<file path="config.mk">
export PLATFORM = sky130hd
export DESIGN_NAME = sync_fifo_v2_flat
export DESIGN_NICKNAME = d
export VERILOG_FILES = /design/src/rtl/sync_fifo_pkg.sv /design/src/rtl/sync_fifo_v2_if.sv /design/src/rtl/sync_fifo_mem.sv /design/src/rtl/sync_fifo_v2.sv /design/src/flat_wrapper.sv
export SDC_FILE = /design/constraint.sdc
export NUM_CORES = 1
export LEC_CHECK = 0
export ABC_AREA = 1
export BUFFER_PORTS_ARGS = -buffer_cell sky130_fd_sc_hd__buf_2
export CAP_MARGIN = 20
export CORE_AREA = 2 2 71 73
export DETAILED_ROUTE_END_ITERATION = 8
export DIE_AREA = 0 0 73 75
export GPL_TIMING_DRIVEN = 0
export PLACE_DENSITY = 0.69
export SETUP_SLACK_MARGIN = 0.15
export SYNTH_ARGS = -nofsm -noshare
export SYNTH_HDL_FRONTEND = slang
export SYNTH_SLANG_ARGS = --single-unit
</file>
<file path="constraint.sdc">
create_clock -name clk -period 2 [get_ports clk]
set_input_delay 0.3 -clock clk [delete_from_list [all_inputs] [get_ports clk]]
set_output_delay 0.3 -clock clk [all_outputs]
set_load 0.03 [all_outputs]
</file>
<file path="src/rtl/sync_fifo_pkg.sv">
// Shared sizing helpers and threshold defaults for the sync_fifo_v2 family.
// Latency: n/a (compile-time constants only).
// Backpressure: n/a.
package sync_fifo_pkg;

    // Default almost_empty threshold: flag while at most one word remains.
    localparam int AE_THRESH_DEF = 1;

    // Occupancy counter width: must represent 0..depth inclusive.
    function automatic int lvl_w(input int depth);
        return $clog2(depth + 1);
    endfunction

    // Pointer width: indexes 0..depth-1, never narrower than one bit.
    function automatic int ptr_w(input int depth);
        return ($clog2(depth) < 1) ? 1 : $clog2(depth);
    endfunction

    // Default almost_full threshold: one slot short of full.
    function automatic int af_thresh_def(input int depth);
        return depth - 1;
    endfunction

endpackage

</file>
<file path="src/rtl/sync_fifo_v2_if.sv">
// Bundles the sync_fifo_v2 write/read handshake, control and status signals.
// Latency: n/a (wiring only).
// Backpressure: producer must watch full; consumer must watch empty/out_valid.
// Ports: master = user side (drives push/data/pop/flush/clr_err),
//        slave  = FIFO side (drives out/out_valid/flags/level/errors).
interface sync_fifo_v2_if
    import sync_fifo_pkg::*;
#(
    parameter int WIDTH = 8,
    parameter int DEPTH = 4
);
    localparam int LW = lvl_w(DEPTH);

    logic             flush;
    logic             push;
    logic [WIDTH-1:0] data;
    logic             pop;
    logic             clr_err;
    logic [WIDTH-1:0] out;
    logic             out_valid;
    logic             full;
    logic             empty;
    logic             almost_full;
    logic             almost_empty;
    logic [LW-1:0]    level;
    logic             overflow;
    logic             underflow;

    modport master (
        output flush, push, data, pop, clr_err,
        input  out, out_valid, full, empty, almost_full, almost_empty,
               level, overflow, underflow
    );

    modport slave (
        input  flush, push, data, pop, clr_err,
        output out, out_valid, full, empty, almost_full, almost_empty,
               level, overflow, underflow
    );
endinterface

</file>
<file path="src/rtl/sync_fifo_mem.sv">
// WIDTH x DEPTH storage array: one synchronous write port, one async read port.
// Latency: write visible on read port the cycle after the write edge.
// Backpressure: none; the owner gates wr_en and keeps addresses in range.
// Ports: clk, wr_en/wr_addr/wr_dat (write), rd_addr -> rd_dat (combinational read).
module sync_fifo_mem
    import sync_fifo_pkg::*;
#(
    parameter int WIDTH = 8,
    parameter int DEPTH = 4,
    localparam int PW   = ptr_w(DEPTH)
) (
    input  logic             clk,
    input  logic             wr_en,
    input  logic [PW-1:0]    wr_addr,
    input  logic [WIDTH-1:0] wr_dat,
    input  logic [PW-1:0]    rd_addr,
    output logic [WIDTH-1:0] rd_dat
);
    logic [WIDTH-1:0] mem [DEPTH];

    always_ff @(posedge clk) begin
        if (wr_en) begin
            mem[wr_addr] <= wr_dat;
        end
    end

    assign rd_dat = mem[rd_addr];
endmodule

</file>
<file path="src/rtl/sync_fifo_v2.sv">
// Single-clock FIFO, arbitrary depth, thresholds, level, flush, sticky errors.
// Latency: registered read port = 1 cycle; with FIFO_FWFT_EN head word shown with 0 cycles.
// Backpressure: push while full / pop while empty are dropped and flagged sticky.
// Ports: clk, rst (sync, active-high), bus (sync_fifo_v2_if.slave).
// Build option: define FIFO_FWFT_EN for the first-word-fall-through read port.
module sync_fifo_v2
    import sync_fifo_pkg::*;
#(
    parameter int WIDTH     = 8,
    parameter int DEPTH     = 4,
    parameter int AF_THRESH = af_thresh_def(DEPTH),
    parameter int AE_THRESH = AE_THRESH_DEF
) (
    input  logic          clk,
    input  logic          rst,
    sync_fifo_v2_if.slave bus
);
    localparam int PW = ptr_w(DEPTH);
    localparam int LW = lvl_w(DEPTH);
    localparam logic [PW-1:0] PTR_LAST = PW'(DEPTH - 1);
    localparam logic [LW-1:0] LVL_FULL = LW'(DEPTH);

    logic [PW-1:0]    wr_ptr;
    logic [PW-1:0]    rd_ptr;
    logic [LW-1:0]    level;
    logic [WIDTH-1:0] rd_dat;
    logic             full;
    logic             empty;
    logic             push_ok;
    logic             pop_ok;
    logic             wr_en;
    logic             overflow;
    logic             underflow;

    // Explicit wrap so non-power-of-two depths never index past DEPTH-1.
    function automatic logic [PW-1:0] ptr_inc(input logic [PW-1:0] p);
        return (p == PTR_LAST) ? '0 : p + PW'(1);
    endfunction

    assign full    = (level == LVL_FULL);
    assign empty   = (level == '0);
    // Acceptance uses pre-edge state only: a pop cannot make room for a
    // same-cycle push, and a push cannot feed a same-cycle pop.
    assign push_ok = bus.push & ~full;
    assign pop_ok  = bus.pop & ~empty;
    assign wr_en   = push_ok & ~bus.flush & ~rst;

    sync_fifo_mem #(
        .WIDTH (WIDTH),
        .DEPTH (DEPTH)
    ) u_mem (
        .clk     (clk),
        .wr_en   (wr_en),
        .wr_addr (wr_ptr),
        .wr_dat  (bus.data),
        .rd_addr (rd_ptr),
        .rd_dat  (rd_dat)
    );

    // Pointers and occupancy.
    always_ff @(posedge clk) begin
        if (rst || bus.flush) begin
            wr_ptr <= '0;
            rd_ptr <= '0;
            level  <= '0;
        end else begin
            if (push_ok) wr_ptr <= ptr_inc(wr_ptr);
            if (pop_ok)  rd_ptr <= ptr_inc(rd_ptr);
            case ({push_ok, pop_ok})
                2'b10:   level <= level + LW'(1);
                2'b01:   level <= level - LW'(1);
                default: level <= level;
            endcase
        end
    end

    // Sticky error flags: survive flush, a new violation beats clr_err.
    always_ff @(posedge clk) begin
        if (rst) begin
            overflow  <= 1'b0;
            underflow <= 1'b0;
        end else begin
            if (!bus.flush && bus.push && full) overflow <= 1'b1;
            else if (bus.clr_err)               overflow <= 1'b0;
            if (!bus.flush && bus.pop && empty) underflow <= 1'b1;
            else if (bus.clr_err)               underflow <= 1'b0;
        end
    end

`ifdef FIFO_FWFT_EN
    // Head entry shown directly; zeroed when nothing is stored.
    assign bus.out       = empty ? '0 : rd_dat;
    assign bus.out_valid = ~empty;
`else
    logic [WIDTH-1:0] out_q;
    logic             out_vld_q;

    // out_valid pulses for one cycle per accepted pop; out holds otherwise.
    always_ff @(posedge clk) begin
        if (rst || bus.flush) begin
            out_q     <= '0;
            out_vld_q <= 1'b0;
        end else begin
            out_vld_q <= pop_ok;
            if (pop_ok) out_q <= rd_dat;
        end
    end

    assign bus.out       = out_q;
    assign bus.out_valid = out_vld_q;
`endif

    assign bus.level        = level;
    assign bus.full         = full;
    assign bus.empty        = empty;
    assign bus.almost_full  = (int'(level) >= AF_THRESH);
    assign bus.almost_empty = (int'(level) <= AE_THRESH);
    assign bus.overflow     = overflow;
    assign bus.underflow    = underflow;
endmodule

</file>
<file path="src/flat_wrapper.sv">
// flat-port wrapper written by rule: the top's interface ports become plain ports
module sync_fifo_v2_flat import sync_fifo_pkg::*;
#(
    parameter int WIDTH     = 8,
    parameter int DEPTH     = 4,
    parameter int AF_THRESH = af_thresh_def(DEPTH),
    parameter int AE_THRESH = AE_THRESH_DEF
)
  (clk, rst, bus_flush, bus_push, bus_data, bus_pop, bus_clr_err, bus_out, bus_out_valid, bus_full, bus_empty, bus_almost_full, bus_almost_empty, bus_level, bus_overflow, bus_underflow);
  sync_fifo_v2_if #(.WIDTH(WIDTH), .DEPTH(DEPTH)) bus_i ();
  input  logic clk;
  input  logic rst;
  input wire logic [$bits(bus_i.flush)-1:0] bus_flush;
  input wire logic [$bits(bus_i.push)-1:0] bus_push;
  input wire logic [$bits(bus_i.data)-1:0] bus_data;
  input wire logic [$bits(bus_i.pop)-1:0] bus_pop;
  input wire logic [$bits(bus_i.clr_err)-1:0] bus_clr_err;
  output wire logic [$bits(bus_i.out)-1:0] bus_out;
  output wire logic [$bits(bus_i.out_valid)-1:0] bus_out_valid;
  output wire logic [$bits(bus_i.full)-1:0] bus_full;
  output wire logic [$bits(bus_i.empty)-1:0] bus_empty;
  output wire logic [$bits(bus_i.almost_full)-1:0] bus_almost_full;
  output wire logic [$bits(bus_i.almost_empty)-1:0] bus_almost_empty;
  output wire logic [$bits(bus_i.level)-1:0] bus_level;
  output wire logic [$bits(bus_i.overflow)-1:0] bus_overflow;
  output wire logic [$bits(bus_i.underflow)-1:0] bus_underflow;
  assign bus_i.flush = bus_flush;
  assign bus_i.push = bus_push;
  assign bus_i.data = bus_data;
  assign bus_i.pop = bus_pop;
  assign bus_i.clr_err = bus_clr_err;
  assign bus_out = bus_i.out;
  assign bus_out_valid = bus_i.out_valid;
  assign bus_full = bus_i.full;
  assign bus_empty = bus_i.empty;
  assign bus_almost_full = bus_i.almost_full;
  assign bus_almost_empty = bus_i.almost_empty;
  assign bus_level = bus_i.level;
  assign bus_overflow = bus_i.overflow;
  assign bus_underflow = bus_i.underflow;
  sync_fifo_v2 #(.WIDTH(WIDTH), .DEPTH(DEPTH), .AF_THRESH(AF_THRESH), .AE_THRESH(AE_THRESH)) u_core (.clk(clk), .rst(rst), .bus(bus_i));
endmodule
</file>
* After elaboration in Yosys (flattened, before gate mapping) *
Memories as Yosys holds them, arrays and structs flattened. A register that Yosys moved wholly into a read port is not among the register bits.
Index checks and enable logic that the tools add are counted.

operators by class
  add/sub/neg operators = 4
  magnitude comparators = 2
  eq/ne operators = 5
  multiplexer cells = 8
  bitwise operators = 8
  reduce and logical (&&, ||, !) cells = 10

operators with widths
  operator               number
  $eq A2 B2 Y1 const B   3
  $pmux W3 S2            1
  $reduce_bool A2 Y1     3
  $mux W1                5
  $add A2 B1 Y2 const B  2
  $and A1 B1 Y1          4
  $logic_and A1 B1 Y1    4
  $mux W2                2
  $not A1 Y1             4
  $add A3 B1 Y3 const B  1
  $eq A3 B3 Y1 const B   1
  $ge A3 B2 Y1 const B   1
  $le A3 B1 Y1 const B   1
  $logic_not A3 Y1       1
  $sub A3 B1 Y3 const B  1
  $eq A2 B1 Y1 const B   1
  $logic_not A1 Y1       1
  $logic_or A1 B1 Y1     1

word-level totals
  register bits = 10
  bits in writable memories = 32
  input port bits = 14
  output and inout bits = 18
  logic and storage cells = 44
  memories = 1

memory list
  memory            depth  width  read ports  clocked after memory_dff  write ports  line                 RTL
  u_core.u_mem.mem  4      8      1           1                         1            sync_fifo_mem.sv:19  logic [WIDTH-1:0] mem [DEPTH];

* Depth between registers and ports, before layout *
Gate-level depths: netlist of run 1.

  word-level depth = 7
  depth in mapped cells = 11
  depth with buffers taken out = 10

* By module *
A second synthesis of run 1 with hierarchy kept.

unflattened totals
  cell total of the unflattened synthesis = 257
  area total of the unflattened synthesis = 2293.4 um^2

by module, submodules not included
  module         times used  cells each  area an instance (um^2)  seq. area each (um^2)
  sync_fifo_mem  1           133         1387.6                   960.9
  sync_fifo_v2   1           124         905.9                    360.3

* Least setup slack after synthesis of run 1 *
Ideal clock, no wire load.

  path type = register to register
  start point = reg u_core.level[0] (netlist: u_core.bus.level[0])
  end point = mem u_core.u_mem.mem[0][0] (enable)
  setup time = 371 ps
  arrival = 1567 ps
  required time = 1629 ps
  path slack = 63 ps
  cell stages (with the launch flop) = 6
  buffers on the path = 0
  clock period less this slack = 1937 ps
  cell sequence = dfxtp_1 -> inv_1 -> ha_1 -> nand2_1 -> nand3_1 -> nor2_1

on the way
  longest elaborated chain between the ends = 7

ends and longest elaborated chain
  what                           line                 RTL
  start, declared                sync_fifo_v2.sv:25   logic [LW-1:0] level;
  start signal, assigned         sync_fifo_v2.sv:70   2'b10: level <= level + LW'(1);
  start signal, assigned         sync_fifo_v2.sv:71   2'b01: level <= level - LW'(1);
  start signal, assigned         sync_fifo_v2.sv:72   default: level <= level;
  $eq A3 B3 Y1                   sync_fifo_v2.sv:40   assign full = (level == LVL_FULL);
  $not A1 Y1                     sync_fifo_v2.sv:44   assign push_ok = bus.push & ~full;
  $and A1 B1 Y1                  sync_fifo_v2.sv:44
  $and A1 B1 Y1 (2 in series)    sync_fifo_v2.sv:46   assign wr_en = push_ok & ~bus.flush & ~rst;
  $mux W1                        sync_fifo_mem.sv:22  if (wr_en) begin
  $mux W1 (implied by the code)  sync_fifo_mem.sv:23  mem[wr_addr] <= wr_dat;
  end, declared                  sync_fifo_mem.sv:19

No other way between the ends.

* Final worst setup path of run 1 *
  start point = reg u_core.level[0] (netlist: u_core.bus.level[0])
  end point = mem u_core.u_mem.mem[0][1] (enable)

The elaborated chain is that of the path after synthesis.

==> summary.md, run 1 <==
| Metric | Value |
|---|---|
| Comb power frac | `0.161` |
| Row cnt | `25` |
| Final hold viol count | `0` |
| Critical path class | `reg -> reg` |
| Required @ worst endpoint | `1.93 ns` |
| Worst reg2reg startpoint | `u_core.bus.level[0]$_SDFFE_PP0P_` |
| Clk pwr share | `0.318` |
| CTS Buffer Depth | `2` |
| Clock Pin Slew Worst Setup and Hold Paths | `around 0.080 ns` |
| Tmin final | `about 1.8 ns` |
| DR WL/cell | `11.9 um` |
| Top_reg_cell synth | `edfxtp_1` |
| Setup crit start kind | `flop` |
| Synth top area share | `0.437` |
| Max VDD drop | `~0.00049 V` |
| Hold Path Sink | `u_core.bus.overflow$_SDFFE_PP0P_` |
| Ports | `32` |
| R2R setup slack | `roughly 0.18 ns` |
| Psw | `0.000571 W` |
| Mapped Cells | `220` |
| Hold Crit Depth | `2` |
| Die area | `5480 um^2` |
| Post-synthesis sequential area ratio | `0.601` |
| Hold Slack | `0.188 ns` |
| Gpl congestion | `0.747` |
| Fraction of layout cells with a size suffix above 1 | `0.251` |
| Worst slack, placed | `-0.0137 ns` |
| Total Routing Usage GR | `0.147` |
| Synth top cells by count | `nand2_1, edfxtp_1, inv_1, nand3_1, dfxtp_1` |
| Yosys cell types | `19` |
| Iter 0 DRT Violations | `59` |
| First-pass GRT wire length | `5910 um` |
| Clock Latency Late Sink | `0.30 ns` |
| Avg Inst Size Synth | `9.99 um^2` |
| HP Start | `rst` |
| Tcrit/Tclk final | `0.909` |
| Number of CTS-inserted buffers | `5` |
| Largest net degree at the start of global routing | `17` |
| H-Tree Depth | `2` |
| Synth area leader | `edfxtp_1` |
| Sw Ratio | `0.260` |
| Area Overhead vs Synth | `16.4%` |
| Die Ht | `75 um` |
| Mapped Area | `2200 um^2` |
| Core area | `4660 um^2` |
| Flop pwr share | `0.521` |
| Dpl hpwl | `2580 um` |
| Slew Limit Headroom | `0.655` |
| RSZ-0062 raised after global routing | `yes` |
| Setup Skew | `0.00726 ns` |
| FF+latch count, synth | `50` |
| Initial antenna violation count | `0` |
| Synth top area cells | `edfxtp_1, dfxtp_1, nand2_1` |
| Max Cap Viol | `0` |
| FF-to-FF path depth | `5` |
| Root Driver | `clkbuf_8` |
| Lkg Pwr | `between 1 and 1.5 nW` |
| Async set or reset register ratio after synthesis | `0` |
| Pwr/cell area | `858 nW/um^2` |
| Sink Count | `50` |
| CP Launch Point | `u_core.bus.level[0]$_SDFFE_PP0P_` |
| Worst Tran Pin Value | `0.517 ns` |
| Final nets | `283` |
| Synthesis Warnings | `0` |
| CP Capture Type | `flop` |
| Cell count after placement | `about 310` |
| Final Max Slew Viols | `0` |
| Post-Syn Nets | `245` |
| DIE WIDTH | `73 um` |
| Max Fanout on Critical Path | `8` |
| Initial core utilization | `0.472` |
| Final setup fails | `0` |
| F_max | `about 550 MHz` |
| Tot Pwr | `0.00219 W` |
| Cell Int Power | `about 0.0016 W` |
| Status | `finished clean` |
| CTS tree | `built` |
| Total setup buffers inserted after CTS | `0` |
| Min-Delay Path Class | `in -> reg` |
| I/O Buffers | `31` |
| Avg Vias per Cell | `4.67` |
| Post-route setup slack | `0.182 ns` |
| DRT Pass-1 Iters | `4` |
| Aggregate global routing overflow | `0` |
| Final ANT Viol Nets | `0` |
| DRC errors left | `0` |
| ANT cells | `0` |
| Number of global-route vias before repair | `around 1.3k` |
| Routed WL | `3740 um` |
| Post-synth EDFFs | `32` |
| Count leader, synth | `nand2_1` |
| Arr. time, crit path | `1.75 ns` |
| Reg2reg end | `u_core.u_mem.mem[0][1]$_DFFE_PP_` |
| Setup TNS | `0 ns` |
| Vias | `1462` |
| Layout Cells excl Fill | `313` |
[cells in the final DEF (no fill, tap or decap), types with 5 or more instances in the layout]
cell type and n:
a21oi_1 9, a21oi_2 7, buf_2 31, clkbuf_8 5
dfxtp_1 17, edfxtp_1 32, ha_1 10, inv_1 24
nand2_1 61, nand3_1 20, nor2_1 11, nor2_2 5
o21ai_0 7
[worst max-delay path by stage]
stage | endpoint | cells past startpoint
3_3_place_gp | u_core.u_mem.mem[1][5]$_DFFE_PP_ | 5
3_5_place_dp | u_core.u_mem.mem[1][5]$_DFFE_PP_ | 5
2_1_floorplan | u_core.u_mem.mem[0][0]$_DFFE_PP_ | 5
4_1_cts | u_core.u_mem.mem[1][2]$_DFFE_PP_ | 5
5_1_grt | u_core.u_mem.mem[0][1]$_DFFE_PP_ | 5
6_report | u_core.u_mem.mem[0][1]$_DFFE_PP_ | 5
[flip-flops by register name, indices dropped and copies added, names as in the netlist]
signal	cells
u_core.bus.out_valid	1
u_core.bus.overflow	1
u_core.bus.underflow	1
u_core.u_mem.mem	32
u_core.wr_ptr	2
u_core.bus.out	8
u_core.bus.level	3
u_core.rd_ptr	2
[cells by family (layout without fill, tap and decap cells)]
kind of cell    after synthesis  after routing  synth area share
xor+xnor                      2              2           0.00797
buf+inv                      35             74            0.0802
fa+ha+maj                    11             11            0.0626
flops                        50             50             0.601
compound gates               23             23            0.0643
simple gates                 99             99             0.184
[power by group through the flow]
stage | Clock [W] | Sequential [W] | Combinational (W)
6_report | 0.000698 | 0.00114 | 0.000353
5_1_grt | 0.000760 | 0.00115 | 0.000397
4_1_cts | 0.000714 | 0.00114 | 0.000345
3_5_place_dp | 0 | 0.00117 | 0.000344
3_3_place_gp | 0 | 0.00117 | 0.000342
2_1_floorplan | 0 | 0.00120 | 0.000219
[area by class of cell]
type / instances / area, um^2
plain buffers: 7 / 67.6
clock buffers: 6 / 72.6
clock inverters: 2 / 38.8
well taps: 54 / 67.6
inverters: 28 / 109
repair buffers: 31 / 155
fillers: 429 / 2100
multi-input cells: 135 / 723
flip-flops and latches: 50 / 1330
[critical path, cell delays in order (launching register included)]
cell     delay, ns
dfxtp_4       0.38
inv_1         0.08
ha_1          0.22
nand2_1       0.11
nand3_1       0.20
nor2_2        0.47
[per-layer routing]
metal | vias up | part of all wire | global-route usage
li1 | 781 | - | -
met1 | 655 | 0.48 | 0.205
met2 | 24 | 0.47 | 0.221
met3 | 2 | 0.035 | 0.0281
met4 | 0 | 0.0072 | 0.0700
met5 | - | 0 | 0
[what timing repair did]
| item | in CTS | in global routing |
|---|---|---|
| hold endpoints to repair | 0 | 0 |
| endpoints found under the setup margin | 32 | 35 |
| gates resized for setup | 0 | 8 |
| hold buffers | 0 | 0 |
[through the flow]
stage	instance area, um^2	util
floorplan	2200	-
global placement	2420	0.520
detailed placement	2420	0.520
CTS	2530	0.544
global route	2560	0.549
finish	2560	0.549
(Power assumes the default switching activity.)
==> run 2, diff against run 1 <==
--- a/config.mk
+++ b/config.mk
@@ -7,13 +7,14 @@
 export LEC_CHECK = 0
 export ABC_AREA = 1
 export BUFFER_PORTS_ARGS = -buffer_cell sky130_fd_sc_hd__buf_2
-export CAP_MARGIN = 20
-export CORE_AREA = 2 2 71 73
+export CAP_MARGIN = 40
+export CORE_AREA = 2 2 73 75
 export DETAILED_ROUTE_END_ITERATION = 8
-export DIE_AREA = 0 0 73 75
+export DIE_AREA = 0 0 75 77
 export GPL_TIMING_DRIVEN = 0
-export PLACE_DENSITY = 0.69
+export PLACE_DENSITY = 0.66
 export SETUP_SLACK_MARGIN = 0.15
 export SYNTH_ARGS = -nofsm -noshare
 export SYNTH_HDL_FRONTEND = slang
 export SYNTH_SLANG_ARGS = --single-unit
+export TNS_END_PERCENT = 1
==> run 2 against run 1 <==
  * Global-route usage shrank 0.12 points
  * Worst setup slack gained 0.090 ns
  * Clock skew shrank 0.0025 ns
  * Die area grew 5.5%
  * Final cell count grew 5.8%
  * Sequential power is essentially flat
  * Hold slack lost 0.011 ns
  * Critical path depth is the same
  * Largest power group unchanged
  * Highest routed layer unchanged
==> summary.md, run 2 (synthesis gave the netlist of run 1 again) <==
| Metric | Value |
|---|---|
| Tmin final | `~1.7 ns` |
| Worst slack, placed | `-0.0839 ns` |
| Flop pwr share | `0.551` |
| Root Driver | `clkbuf_8` |
| CP max-delay cell | `dfxtp_2` |
| Final nets | `between 200 and 300` |
| Critical path class | `reg -> reg` |
| Cell Chain, Critical Path | `inv_1, ha_1, nand2_1, nand3_2, nor2_4` |
| Initial antenna violation count | `0` |
| CP Capture Type | `flop` |
| Sink Count | `50` |
| Max VDD drop | `between 0.0004 and 0.0005 V` |
| Tcrit/Tclk final | `0.864` |
| Initial core utilization | `0.442` |
| First-pass GRT wire length | `6310 um` |
| Largest register FFs | `32` |
| Core area | `4980 um^2` |
| RSZ-0062 raised after global routing | `no` |
| Number of CTS-inserted buffers | `5` |
| Avg Vias per Cell | `approximately 4.5` |
| Psw | `between 0.0005 and 0.0006 W` |
| Clock Latency Late Sink | `~0.3 ns` |
| Aggregate global routing overflow | `0` |
| ANT cells | `0` |
| Area Overhead vs Synth | `17.9%` |
| Number of global-route vias before repair | `between 1k and 1.5k` |
| Comb power frac | `0.173` |
| Slew Limit Headroom | `0.741` |
| Largest stage delay, worst path | `0.38 ns` |
| Final Max Slew Viols | `0` |
| Ports | `32` |
| Cell Int Power | `about 0.0015 W` |
| CTS tree | `built` |
| Vias | `1482` |
| Largest net degree at the start of global routing | `16` |
| Gpl congestion | `0.751` |
| Most common cell after layout, fill and taps aside | `nand2_1` |
| Fraction of layout cells with a size suffix above 1 | `0.257` |
| Final hold viol count | `0` |
| DR WL/cell | `11.6 um` |
| Clk pwr share | `0.276` |
| Row cnt | `26` |
| DIE WIDTH | `75 um` |
| Total Routing Usage GR | `0.145` |
| Status | `finished clean` |
| H-Tree Depth | `2` |
| Most frequent cells in the layout | `nand2_1, edfxtp_1, buf_2` |
| Clock Pin Slew Worst Setup and Hold Paths | `0.09 ns` |
| Pwr/cell area | `801 nW/um^2` |
| Iter 0 DRT Violations | `44` |
| Die area | `5780 um^2` |
| I/O Buffers | `31` |
| Arr. time, crit path | `between 1.5 and 2 ns` |
| Max Fanout on Critical Path | `8` |
| Setup crit start kind | `flop` |
| Post-route setup slack | `roughly 0.27 ns` |
| Dpl hpwl | `2660 um` |
| Final setup fails | `0` |
| Worst Tran Pin Value | `0.387 ns` |
| DRT Pass-1 Iters | `4` |
| Die Ht | `77 um` |
| Cts hold-fix bufs | `0` |
| Sw Ratio | `0.279` |
| Routed WL | `3840 um` |
| F_max | `about 580 MHz` |
| Min-Delay Path Class | `in -> reg` |
| Top reg by flops | `u_core.u_mem.mem` |
| Hold Slack | `0.177 ns` |
| Max Cap Viol | `0` |
| Lkg Pwr | `between 1 and 1.5 nW` |
| Final ANT Viol Nets | `0` |
| CTS Buffer Depth | `2` |
| Setup Skew | `0.00475 ns` |
| DRC errors left | `0` |
| Required @ worst endpoint | `1.98 ns` |
[run 2: what timing repair did]
action / CTS / global route
pin swaps: 0 / 2
gates resized for setup: 4 / 7
gates cloned: 0 / 0
setup endpoints to repair: 32 / 36
buffers inserted: 0 / 2
[run 2: final cells by class]
cell class	count	area, um^2
flip-flops and latches	50	1320
well taps	70	87.6
inverters	28	109
multi-input cells	135	748
repair buffers	33	170
clock buffers	6	72.6
plain buffers	7	67.6
fillers	443	2390
clock inverters	2	13.8
[run 2: power by group through the flow]
stage / clock [W] / combinational [W] / sequential [W]
2_1_floorplan: 0 / 0.000219 / 0.00120
3_3_place_gp: 0 / 0.000342 / 0.00117
3_5_place_dp: 0 / 0.000347 / 0.00117
4_1_cts: 0.000585 / 0.000350 / 0.00114
5_1_grt: 0.000628 / 0.000401 / 0.00115
6_report: 0.000574 / 0.000358 / 0.00114
[run 2: per-layer routing]
metal | part of all wire | vias to the layer above | GRT usage
met2 | 0.49 | 23 | 0.232
met5 | 0 | - | 0
met4 | 0.012 | 0 | 0.0536
met3 | 0.046 | 6 | 0.0394
li1 | - | 792 | -
met1 | 0.45 | 661 | 0.185
[run 2: worst paths after layout]
path,to,cells past startpoint,from,slack [ns]
setup / recovery,u_core.u_mem.mem[2][2]$_DFFE_PP_,5,u_core.bus.level[0]$_SDFFE_PP0P_,0.27
hold / removal,u_core.bus.overflow$_SDFFE_PP0P_,2,rst,0.18
setup reg to reg,u_core.u_mem.mem[2][2]$_DFFE_PP_,5,u_core.bus.level[0]$_SDFFE_PP0P_,0.27
hold reg to reg,u_core.bus.overflow$_SDFFE_PP0P_,2,u_core.bus.overflow$_SDFFE_PP0P_,0.46
[run 2: critical path: cells and delay by family (launching register included)]
family | cells | cell delay [ns]
DFF | 1 | 0.38
adders and majority gates | 1 | 0.23
and+or+nand+nor | 3 | 0.69
buffers and inverters | 1 | 0.11
[run 2: through the flow]
stage          area, um^2   util  setup TNS [ns]  power [W]  cells
2_1_floorplan        2200      -               0    0.00142    220
6_report             2590  0.521               0    0.00208    331
3_5_place_dp         2440  0.490           -2.02    0.00151    321
4_1_cts              2540  0.510               0    0.00208    329
5_1_grt              2590  0.521               0    0.00218    331
3_3_place_gp         2440  0.490           -1.55    0.00151    321
